### config.mk
export PLATFORM = sky130hd
export DESIGN_NAME = cj_test_harness
export DESIGN_NICKNAME = d
export VERILOG_FILES = /design/src/rtl/cj_test_harness.sv
export SDC_FILE = /design/constraint.sdc
export NUM_CORES = 1
export LEC_CHECK = 0
export CELL_PAD_IN_SITES_DETAIL_PLACEMENT = 1
export CELL_PAD_IN_SITES_GLOBAL_PLACEMENT = 2
export CORE_ASPECT_RATIO = 0.7
export CORE_UTILIZATION = 23
export CTS_BUF_LIST = sky130_fd_sc_hd__clkbuf_8
export CTS_CLUSTER_DIAMETER = 60
export DETAILED_ROUTE_END_ITERATION = 7
export PLACE_DENSITY_LB_ADDON = 0.08
export SLEW_MARGIN = 20
export SYNTH_ARGS = -nofsm -noshare
export SYNTH_HDL_FRONTEND = slang
export SYNTH_SLANG_ARGS = --single-unit
### constraint.sdc
create_clock -name clock -period 2.6 [get_ports clock]
set_input_delay 0.78 -clock clock [delete_from_list [all_inputs] [get_ports clock]]
set_output_delay 0.78 -clock clock [all_outputs]
set_load 0.02 [all_outputs]
### src/rtl/cj_test_harness.sv
// Simulation harness: tohost pass/timeout tracking, marker-instruction event decode and an
// optional coverage-stall/watchdog interrupt, enabled by defining COVERAGE_SUMMARY_EN.
module cj_test_harness #(
  parameter logic [31:0] TOHOST_ADDR    = 32'h8000_1000,
  parameter logic [63:0] MAX_CYCLES     = 64'd2_000_000_000,
  parameter int unsigned MAX_WAIT_CYCLE = 1000,
  parameter int unsigned WATCHDOG_LIMIT = 50000
) (
  input  logic        clock,
  input  logic        reset,
  input  logic        wr_en,
  input  logic [31:0] wr_addr,
  input  logic [63:0] wr_data,
  input  logic        enq_valid,
  input  logic [31:0] enq_inst,
  input  logic        commit_valid,
  input  logic [31:0] commit_inst,
  input  logic [29:0] cov,
  input  logic        io_uart_rx,
  output logic        io_uart_tx,
  output logic [63:0] tohost,
  output logic        pass,
  output logic        timeout,
  output logic [63:0] cycle_count,
  output logic        enq_evt_valid,
  output logic [3:0]  enq_evt_id,
  output logic        cmt_evt_valid,
  output logic [3:0]  cmt_evt_id,
  output logic        interrupt
);

  // Markers are "slti x0,x0,k": only the immediate nibble varies, and k must be below 14.
  function automatic logic is_marker(input logic [31:0] inst);
    return (inst[31:24] == 8'h00) && (inst[19:0] == 20'h02013) && (inst[23:20] < 4'd14);
  endfunction

  logic enq_hit;
  logic cmt_hit;
  logic tohost_hit;
  logic timeout_now;

  assign enq_hit     = enq_valid && is_marker(enq_inst);
  assign cmt_hit     = commit_valid && is_marker(commit_inst);
  assign tohost_hit  = wr_en && (wr_addr == TOHOST_ADDR);
  assign timeout_now = cycle_count > MAX_CYCLES;

  assign io_uart_tx = 1'b1;
  assign pass       = tohost[0];

  always_ff @(posedge clock) begin
    if (!reset) begin
      tohost        <= '0;
      cycle_count   <= '0;
      timeout       <= 1'b0;
      enq_evt_valid <= 1'b0;
      enq_evt_id    <= '0;
      cmt_evt_valid <= 1'b0;
      cmt_evt_id    <= '0;
    end else begin
      enq_evt_valid <= enq_hit;
      if (enq_hit) enq_evt_id <= enq_inst[23:20];
      cmt_evt_valid <= cmt_hit;
      if (cmt_hit) cmt_evt_id <= commit_inst[23:20];

      // A timeout forces the failure code 5 even if software writes tohost in the same cycle.
      timeout <= timeout_now;
      if (timeout_now) tohost <= 64'd5;
      else if (tohost_hit) tohost <= wr_data;

      if (timeout_now || tohost[0]) cycle_count <= '0;
      else cycle_count <= cycle_count + 64'd1;
    end
  end

`ifdef COVERAGE_SUMMARY_EN
  logic [29:0] pre_cov;
  logic [63:0] stall;
  logic [63:0] watchdog;
  logic [31:0] stall_limit;
  logic        unused_rx;

  always_ff @(posedge clock) begin
    if (!reset) begin
      pre_cov  <= '0;
      stall    <= '0;
      watchdog <= '0;
    end else begin
      if (cov != pre_cov) pre_cov <= cov;
      if (tohost[0]) begin
        stall    <= '0;
        watchdog <= '0;
      end else begin
        if (cov != pre_cov) stall <= '0;
        else if (stall != '1) stall <= stall + 64'd1;
        if (watchdog != '1) watchdog <= watchdog + 64'd1;
      end
    end
  end

  // Higher coverage levels tolerate proportionally longer stalls.
  assign stall_limit = MAX_WAIT_CYCLE * (32'(cov >> 19) + 32'd1);
  assign interrupt   = (stall >= {32'd0, stall_limit}) || (watchdog >= 64'(WATCHDOG_LIMIT));
  assign unused_rx   = io_uart_rx;
`else
  logic unused_inputs;

  assign interrupt     = 1'b0;
  assign unused_inputs = ^{io_uart_rx, cov};
`endif

endmodule

### Yosys cells after proc, flatten, opt, wreduce, memory -nomap -nowiden

Index checks and enable logic that the tools add are counted.

* flip-flop bits (word level): 139
* latch bits: 0
* bits in writable memories: 0
* memory bits (read-only): 0
* input bits: 196
* word-level logic and storage cells: 31
* memories: 0

* $add $sub $neg: 1
* $mul: 0
* divide/modulo/power cells: 0
* $lt $le $gt $ge: 3
* equal/unequal tests: 3
* shift operators: 0
* multiplexer cells: 2
* bitwise logic cells: 1
* reduce and logical (&&, ||, !) cells: 13

Operators by type and width (count)
* adder 64 x 1 -> 64 bit, second input constant: 1
* > comparator 64 x 31 -> 1 bit, second input constant: 1
* equality test 20 x 14 -> 1 bit, second input constant: 2
* equality test 32 bit, second input constant: 1
* zero test 8 bit: 2
* less-than comparator 4 bit, second input constant: 2
* logical AND 1 bit: 7
* 2-to-1 mux 3 bit: 2
* OR reduction 2 bit: 2
* nonzero test 2 bit: 1
* logical OR 1 bit: 1
* NOT 1 bit: 1

### Depth between registers and ports, before layout

* depth in word-level cells: 4
* mapped depth: 9
* depth with buffers taken out: 7

### Worst setup path before layout

Ideal clock, no wire load.

* kind: input port to flip-flop
* start: in wr_addr[29]
* end: reg tohost[0]
* setup time: 0.120 ns
* arrival: 2.038 ns
* setup slack: 0.442 ns
* stages: 5
* path buffers: 0
* cell sequence: nor4b_1 > nand4_1 > nor3_1 > mux2_2 > o31a_1

* word-level cells in the longest chain between the ends: 3

Ends and longest elaborated chain
* start: declaration: RTL line 12 `input logic [31:0] wr_addr,`
* equality test 32 bit: RTL line 44 `assign tohost_hit = wr_en && (wr_addr == TOHOST_ADDR);`
* logical AND 1 bit: RTL line 44
* nonzero test 2 bit (no line)
* end signal: assignment: RTL line 68 `else if (tohost_hit) tohost <= wr_data;`
* end: declaration: RTL line 21 `output logic [63:0] tohost,`

No other way between the ends.
A chain may end at the register's enable or synchronous reset.

### Worst setup path after layout

* start: in wr_addr[1]
* end: reg tohost[0]

Same word-level chain as after synthesis.

==> results.json <==
{
  "worstPathCellList": "clkdlybuf4s50_1, nor4b_2, buf_4, nand4_1, nor3_2, buf_4, mux2_2, o31a_1",
  "grt-ovfl-total": 0,
  "setup.worst_path.class": "in -> reg",
  "yosysSeqAreaShare_pct": 46.6,
  "critPathCaptureType": "flop",
  "crit_path_max_fanout": 2,
  "met2_usage_pct": 29.8,
  "slowest_stage": "clkdlybuf4s50_1",
  "multi_input_area_mm2": 0.00307,
  "synthFlopType": "dfxtp_1",
  "rows": 48,
  "grt_pass1_wl_um": 35700,
  "async_reset_ff_share_pct": 0,
  "power_density_mw_per_mm2": 466,
  "rsz0062_at_grt": "no",
  "min_period_ns": 2.52,
  "critPathMaxStageDelay_ns": 0.42,
  "synth.distinct_cells": 38,
  "drv_slew": 0,
  "path_common_cell": "buf_4",
  "clk_pin_slew_ns": 0.08,
  "cts_tree": "done",
  "vias": 5655,
  "fin_area_mm2": 0.0103,
  "final_cell_count_no_fill": 1231,
  "fp.coreArea_mm2": 0.0250,
  "grtUsageMet1_pct": 20.9,
  "clk_path_buf_depth": 2,
  "cts-root-buf": "clkbuf_8",
  "grt_max_degree": 56,
  "gp_congestion": 0.794,
  "seq_area_mm2": 0.00278,
  "placedInstanceArea_mm2": 0.00974,
  "clock.fmax_ghz": 0.398,
  "cts_made_buffers": 17,
  "routed_wl_um": 23100,
  "critPathBufInv": 3,
  "finalSetupViolations": 0,
  "nNetsFinal": 1091,
  "tightest_slew_ns": 0.714,
  "grt.busiest_layer": "met2",
  "htreeDepth": 4,
  "setup_ws_ns": 0.0844,
  "die_x_um": 195,
  "layout-drive-gt1-share_pct": 15.6,
  "num_antenna_cells": 0,
  "dp_cells": 1196,
  "pre_cts_ws_ns": -0.561,
  "leakagePower_uw": 0.00324,
  "area_delta_synth_final_pct": 71.9,
  "synthTopCellsByCount": "139 x dfxtp_1, 70 x mux2i_1, 61 x nor4b_1",
  "wl_per_cell_um": 18.8,
  "fin_crit_sh_pct": 96.8,
  "antenna_left": 0,
  "numPortBuffers": 304,
  "route.detailed.drc": 0,
  "worstPathArrival_ns": 2.86,
  "finalSetupTns_ns": 0,
  "fp.dieH_um": 137,
  "synth_top_cell_by_area": "dfxtp_1",
  "drt_iter0_drc": 178,
  "grt_pass1_vias": 5998,
  "dpl.hpwl_um": 17500,
  "cts.sinks": 139,
  "status": "completed",
  "syn_inst": 530,
  "clk_latency_ns": 0.45,
  "dieArea_mm2": 0.0266,
  "grtUsageMet3_pct": 6.90,
  "synth_most_common_cell": "dfxtp_1",
  "syn_avg_cell_area_um2": 11.3,
  "min_path_type": "reg -> reg",
  "synth_area_leaders": "dfxtp_1 47%, mux2i_1 12%, nor4b_1 8.9%",
  "fill_cells": 2757,
  "finalClockSkew_ns": 0.0151,
  "vdd_drop_max_mv": 0.269,
  "hold_violations": 0,
  "crit_required_ns": 2.94,
  "grt.total_usage_pct": 17.7,
  "floorplan.initialDensity_pct": 23.8,
  "synth_edf_count": 0,
  "critPathLaunchType": "input pin",
  "relSlewSlack_pct": 51.8,
  "cap_violations": 0,
  "ys_ff_latch": 139,
  "syn_area_mm2": 0.00597,
  "drtPass1Iterations": 4,
  "p_total_uw": 4780,
  "antenna_found_initial": 2,
  "ys_warn_count": 0,
  "cpLargestDelayFamily": "simple AND/OR/NAND/NOR gates",
  "io-pin-count": 338,
  "synth_top_area_share_pct": 46.6,
  "vias_per_cell": 4.59
}
-- routing by layer --
metal  vias to the layer above  part of all wire [%]
met5                         -                     0
met4                         0                   1.3
met3                        17                   8.5
met2                       193                    47
met1                      2759                    43
li1                       2686                     -
-- report_power, final --
| group | internal (uW) | leakage, uW | switching [uW] |
|---|---|---|---|
| clock | 1200 | 0.000233 | 922 |
| combinational | 308 | 0.00187 | 174 |
| sequential | 2160 | 0.00113 | 17.4 |
-- worst min-delay path, stage by stage (launching register included) --
cell and delay (ns):
dfxtp_1 0.33, mux2i_1 0.07, nor2b_1 0.09
-- layout make-up --
cell class | count | area share [%]
tap | 325 | 3.96
multi-input combinational | 376 | 29.9
clock buffer | 19 | 2.55
clock inverter | 13 | 2.08
sequential | 139 | 27.1
timing repair buffer | 356 | 34.3
inverter | 3 | 0.110
-- final timing paths --
path,from,to,slack (ns),cells after the start
worst max-delay path,wr_addr[1],tohost[0],0.08,8
worst min-delay path,enq_evt_id[2],enq_evt_id[2],0.53,2
worst max register to register,cycle_count[0],tohost[0],0.35,9
worst min register to register,enq_evt_id[2],enq_evt_id[2],0.53,2
-- logic make-up (layout without fill, tap and decap cells) --
group / count (synthesis) / count (layout) / synth area share [%]
AND/OR/NAND/NOR: 228 / 228 / 30.6
flip-flops: 139 / 139 / 46.6
other: 2 / 35 / 0.126
adder cells (fa/ha/maj): 2 / 2 / 0.419
AO/OA/AOI/OAI: 9 / 10 / 1.09
multiplexers: 72 / 72 / 12.1
XOR/XNOR: 29 / 29 / 4.25
buffers and inverters: 49 / 391 / 4.84
-- metrics by stage --
stage               utilization, %  hold slack, ns
finish                        41.0           0.525
global route                  41.0           0.559
floorplan                        -           0.589
global placement              38.9           0.504
detailed placement            38.9           0.508
CTS                           40.9           0.531
-- flip-flops by register name (all words and copies together), names as in the netlist --
register       flops
cmt_evt_id         4
enq_evt_valid      1
cmt_evt_valid      1
tohost            64
timeout            1
cycle_count       64
enq_evt_id         4
-- repair_timing --
| item | 4_1_cts | 5_1_grt |
|---|---|---|
| setup buffers | 2 | 0 |
| resized for setup | 2 | 2 |
| cloned | 1 | 0 |
| hold buffers | 0 | 0 |
| setup endpoints to repair | 55 | 25 |
| pin swaps | 1 | 1 |
-- placed cells by master, fill, tap and decap left out, types with 2 or more instances in the layout --
master,netlist,layout
nor4_1,23,23
ha_1,2,2
inv_1,3,3
clkinv_4,0,3
and4_1,5,5
nor4b_2,15,17
and3_1,6,6
o21ai_0,2,2
nor3_2,0,2
nor2b_1,8,8
clkdlybuf4s50_1,0,303
buf_4,5,45
mux2i_1,70,70
clkbuf_8,0,19
inv_6,0,2
clkinvlp_4,0,2
o31a_1,2,2
xor2_1,11,11
or3_1,2,2
nand4_1,10,10
nor4b_1,61,59
nand3b_1,3,3
nand2_1,18,18
nor2_1,6,6
nor3_1,18,16
dfxtp_1,139,139
conb_1,2,35
nand3_1,17,17
a21oi_4,0,2
mux2_2,2,2
bufinv_16,0,5
xnor2_1,18,18
buf_12,0,7
nor4_2,31,31
Note: power is estimated with default switching activity, not from simulation.
==> RTL change: new RTL, same settings <==
Put one more register stage on the output `cmt_evt_id`, with the module's reset. The value now appears one clock later. The other outputs are not delayed to match.
--- a/src/rtl/cj_test_harness.sv
+++ b/src/rtl/cj_test_harness.sv
@@ -29,6 +29,8 @@
   output logic        interrupt
 );
 
+  logic [3:0] cmt_evt_id_s0;
+
   // Markers are "slti x0,x0,k": only the immediate nibble varies, and k must be below 14.
   function automatic logic is_marker(input logic [31:0] inst);
     return (inst[31:24] == 8'h00) && (inst[19:0] == 20'h02013) && (inst[23:20] < 4'd14);
@@ -55,12 +57,12 @@
       enq_evt_valid <= 1'b0;
       enq_evt_id    <= '0;
       cmt_evt_valid <= 1'b0;
-      cmt_evt_id    <= '0;
+      cmt_evt_id_s0 <= '0;
     end else begin
       enq_evt_valid <= enq_hit;
       if (enq_hit) enq_evt_id <= enq_inst[23:20];
       cmt_evt_valid <= cmt_hit;
-      if (cmt_hit) cmt_evt_id <= commit_inst[23:20];
+      if (cmt_hit) cmt_evt_id_s0 <= commit_inst[23:20];
 
       // A timeout forces the failure code 5 even if software writes tohost in the same cycle.
       timeout <= timeout_now;
@@ -108,5 +110,13 @@
   assign unused_inputs = ^{io_uart_rx, cov};
 `endif
 
+  always_ff @(posedge clock) begin
+    if (!reset) begin
+      cmt_evt_id <= '0;
+    end else begin
+      cmt_evt_id <= cmt_evt_id_s0;
+    end
+  end
+
 endmodule
 
Function: changed (Yosys sat finds a counterexample within 4 cycles, from zero or initial values and one cycle with reset low).
==> RTL change against the original RTL <==
- cell count is 1.1% higher
- power decreased by 4.7%
- sequential cell count increased by 4
- critical endpoint is now cycle_count[4]
- wire length down 2.2%
- area after synthesis grew 3.8%
- cell area shrank 0.91%
- setup slack improved by 85 ps
- die area is 3.8% higher
- largest power group unchanged
==> RTL change: results <==
[pwr]
vdd_drop_max_mv = 0.286
power_leakage_nw = 3.16

[setup_path]
crit_start = cycle_count[4]
cp_top_family = buffers and inverters
r2r_end = tohost[37]
r2r_cells = 8
cp_slowest_stage_delay_ps = 700
r2r_slack_ps = 270

[global_route]
grt_max_degree = 68
grt_pass1_vias = 6210
antenna_found_initial = 3
track_usage = 0.169

[place]
hpwl_um = 17100
gp_congestion = 0.779

[synthesis]
ys_types = 43
synth_area_leaders = dfxtp_1, mux2i_1, nor4_2, nor4b_1, nor4b_2
synth_common_cells = dfxtp_1, mux2i_1, nor4b_1, nor4_2, nor4b_2
ys_seq_area_frac = 0.462

[timing]
skew_ps = 18.6

[finish]
drive_gt1_frac = 0.141
final.fill_count = 2851
nets = 1071

[detailed_routing]
avgRoutedWirePerCell_um = 18.2

[clocking]
post_cts_resized = 0
cts_setup_buffers = 0

[status]
status = complete, no violations
RTL change: cell types whose count changed in the layout (fill, tap and decap cells not counted), moves of 5 or more:
cell,before,now
buf_4,45,18
nand3_1,17,11
nor2_1,6,16
nor3_1,16,11
nor4b_1,59,47
nor4b_2,17,27
RTL change: how the worst min path moves through the flow:
stage,from,endpoint,depth (start not counted)
global placement,cmt_evt_id_s0[3],cmt_evt_id[3],1
detailed placement,cmt_evt_id_s0[3],cmt_evt_id[3],1
floorplan,cmt_evt_id_s0[0],cmt_evt_id[0],1
finish,cmt_evt_id_s0[3],cmt_evt_id[3],1
global route,cmt_evt_id_s0[1],cmt_evt_id[1],1
CTS,cmt_evt_id_s0[1],cmt_evt_id[1],1
RTL change: kinds of logic after synthesis:
logic type	share of synthesized area
other cells	0.00121
compound gates	0.0137
buf+inv	0.0539
flops	0.462
xor+xnor	0.0410
fa+ha+maj	0.00404
mux	0.110
simple gates	0.314
RTL change: metal layers:
layer | track usage | vias to the layer above | share of wire
li1 | - | 2658 | -
met4 | 0.0473 | 2 | 0.013
met1 | 0.198 | 2709 | 0.42
met5 | 0 | - | 0.00049
met3 | 0.0795 | 20 | 0.096
met2 | 0.272 | 173 | 0.47
RTL change: per-stage QoR:
stage          setup WS, ps  hold slack (ps)  std cells  area (sq um)
6_report                170              474       1245         10200
5_1_grt                46.6              483       1244         10200
4_1_cts                27.0              477       1243         10200
3_5_place_dp           -494              449       1211          9760
3_3_place_gp           -528              443       1211          9760
2_1_floorplan           404              424        569          6320
RTL change: power by group:
part / internal (mW) / switching (mW) / total [mW] / leakage, nW
registers: 2.22 / 0.0188 / 2.24 / 1.17
logic: 0.307 / 0.169 / 0.476 / 1.80
clock network: 0.865 / 0.979 / 1.84 / 0.199
total: 3.39 / 1.17 / 4.56 / 3.16
RTL change: cell type report:
class / instances / area [sq um] / share of cell area
Timing Repair Buffer: 328 / 3290 / 0.324
Multi-Input combinational cell: 378 / 3150 / 0.309
Sequential cell: 143 / 2860 / 0.281
Tap cell: 357 / 447 / 0.0439
Clock buffer: 17 / 234 / 0.0230
Clock inverter: 15 / 163 / 0.0160
Inverter: 5 / 18.8 / 0.00185
Antenna cell: 2 / 5.00 / 0.000492
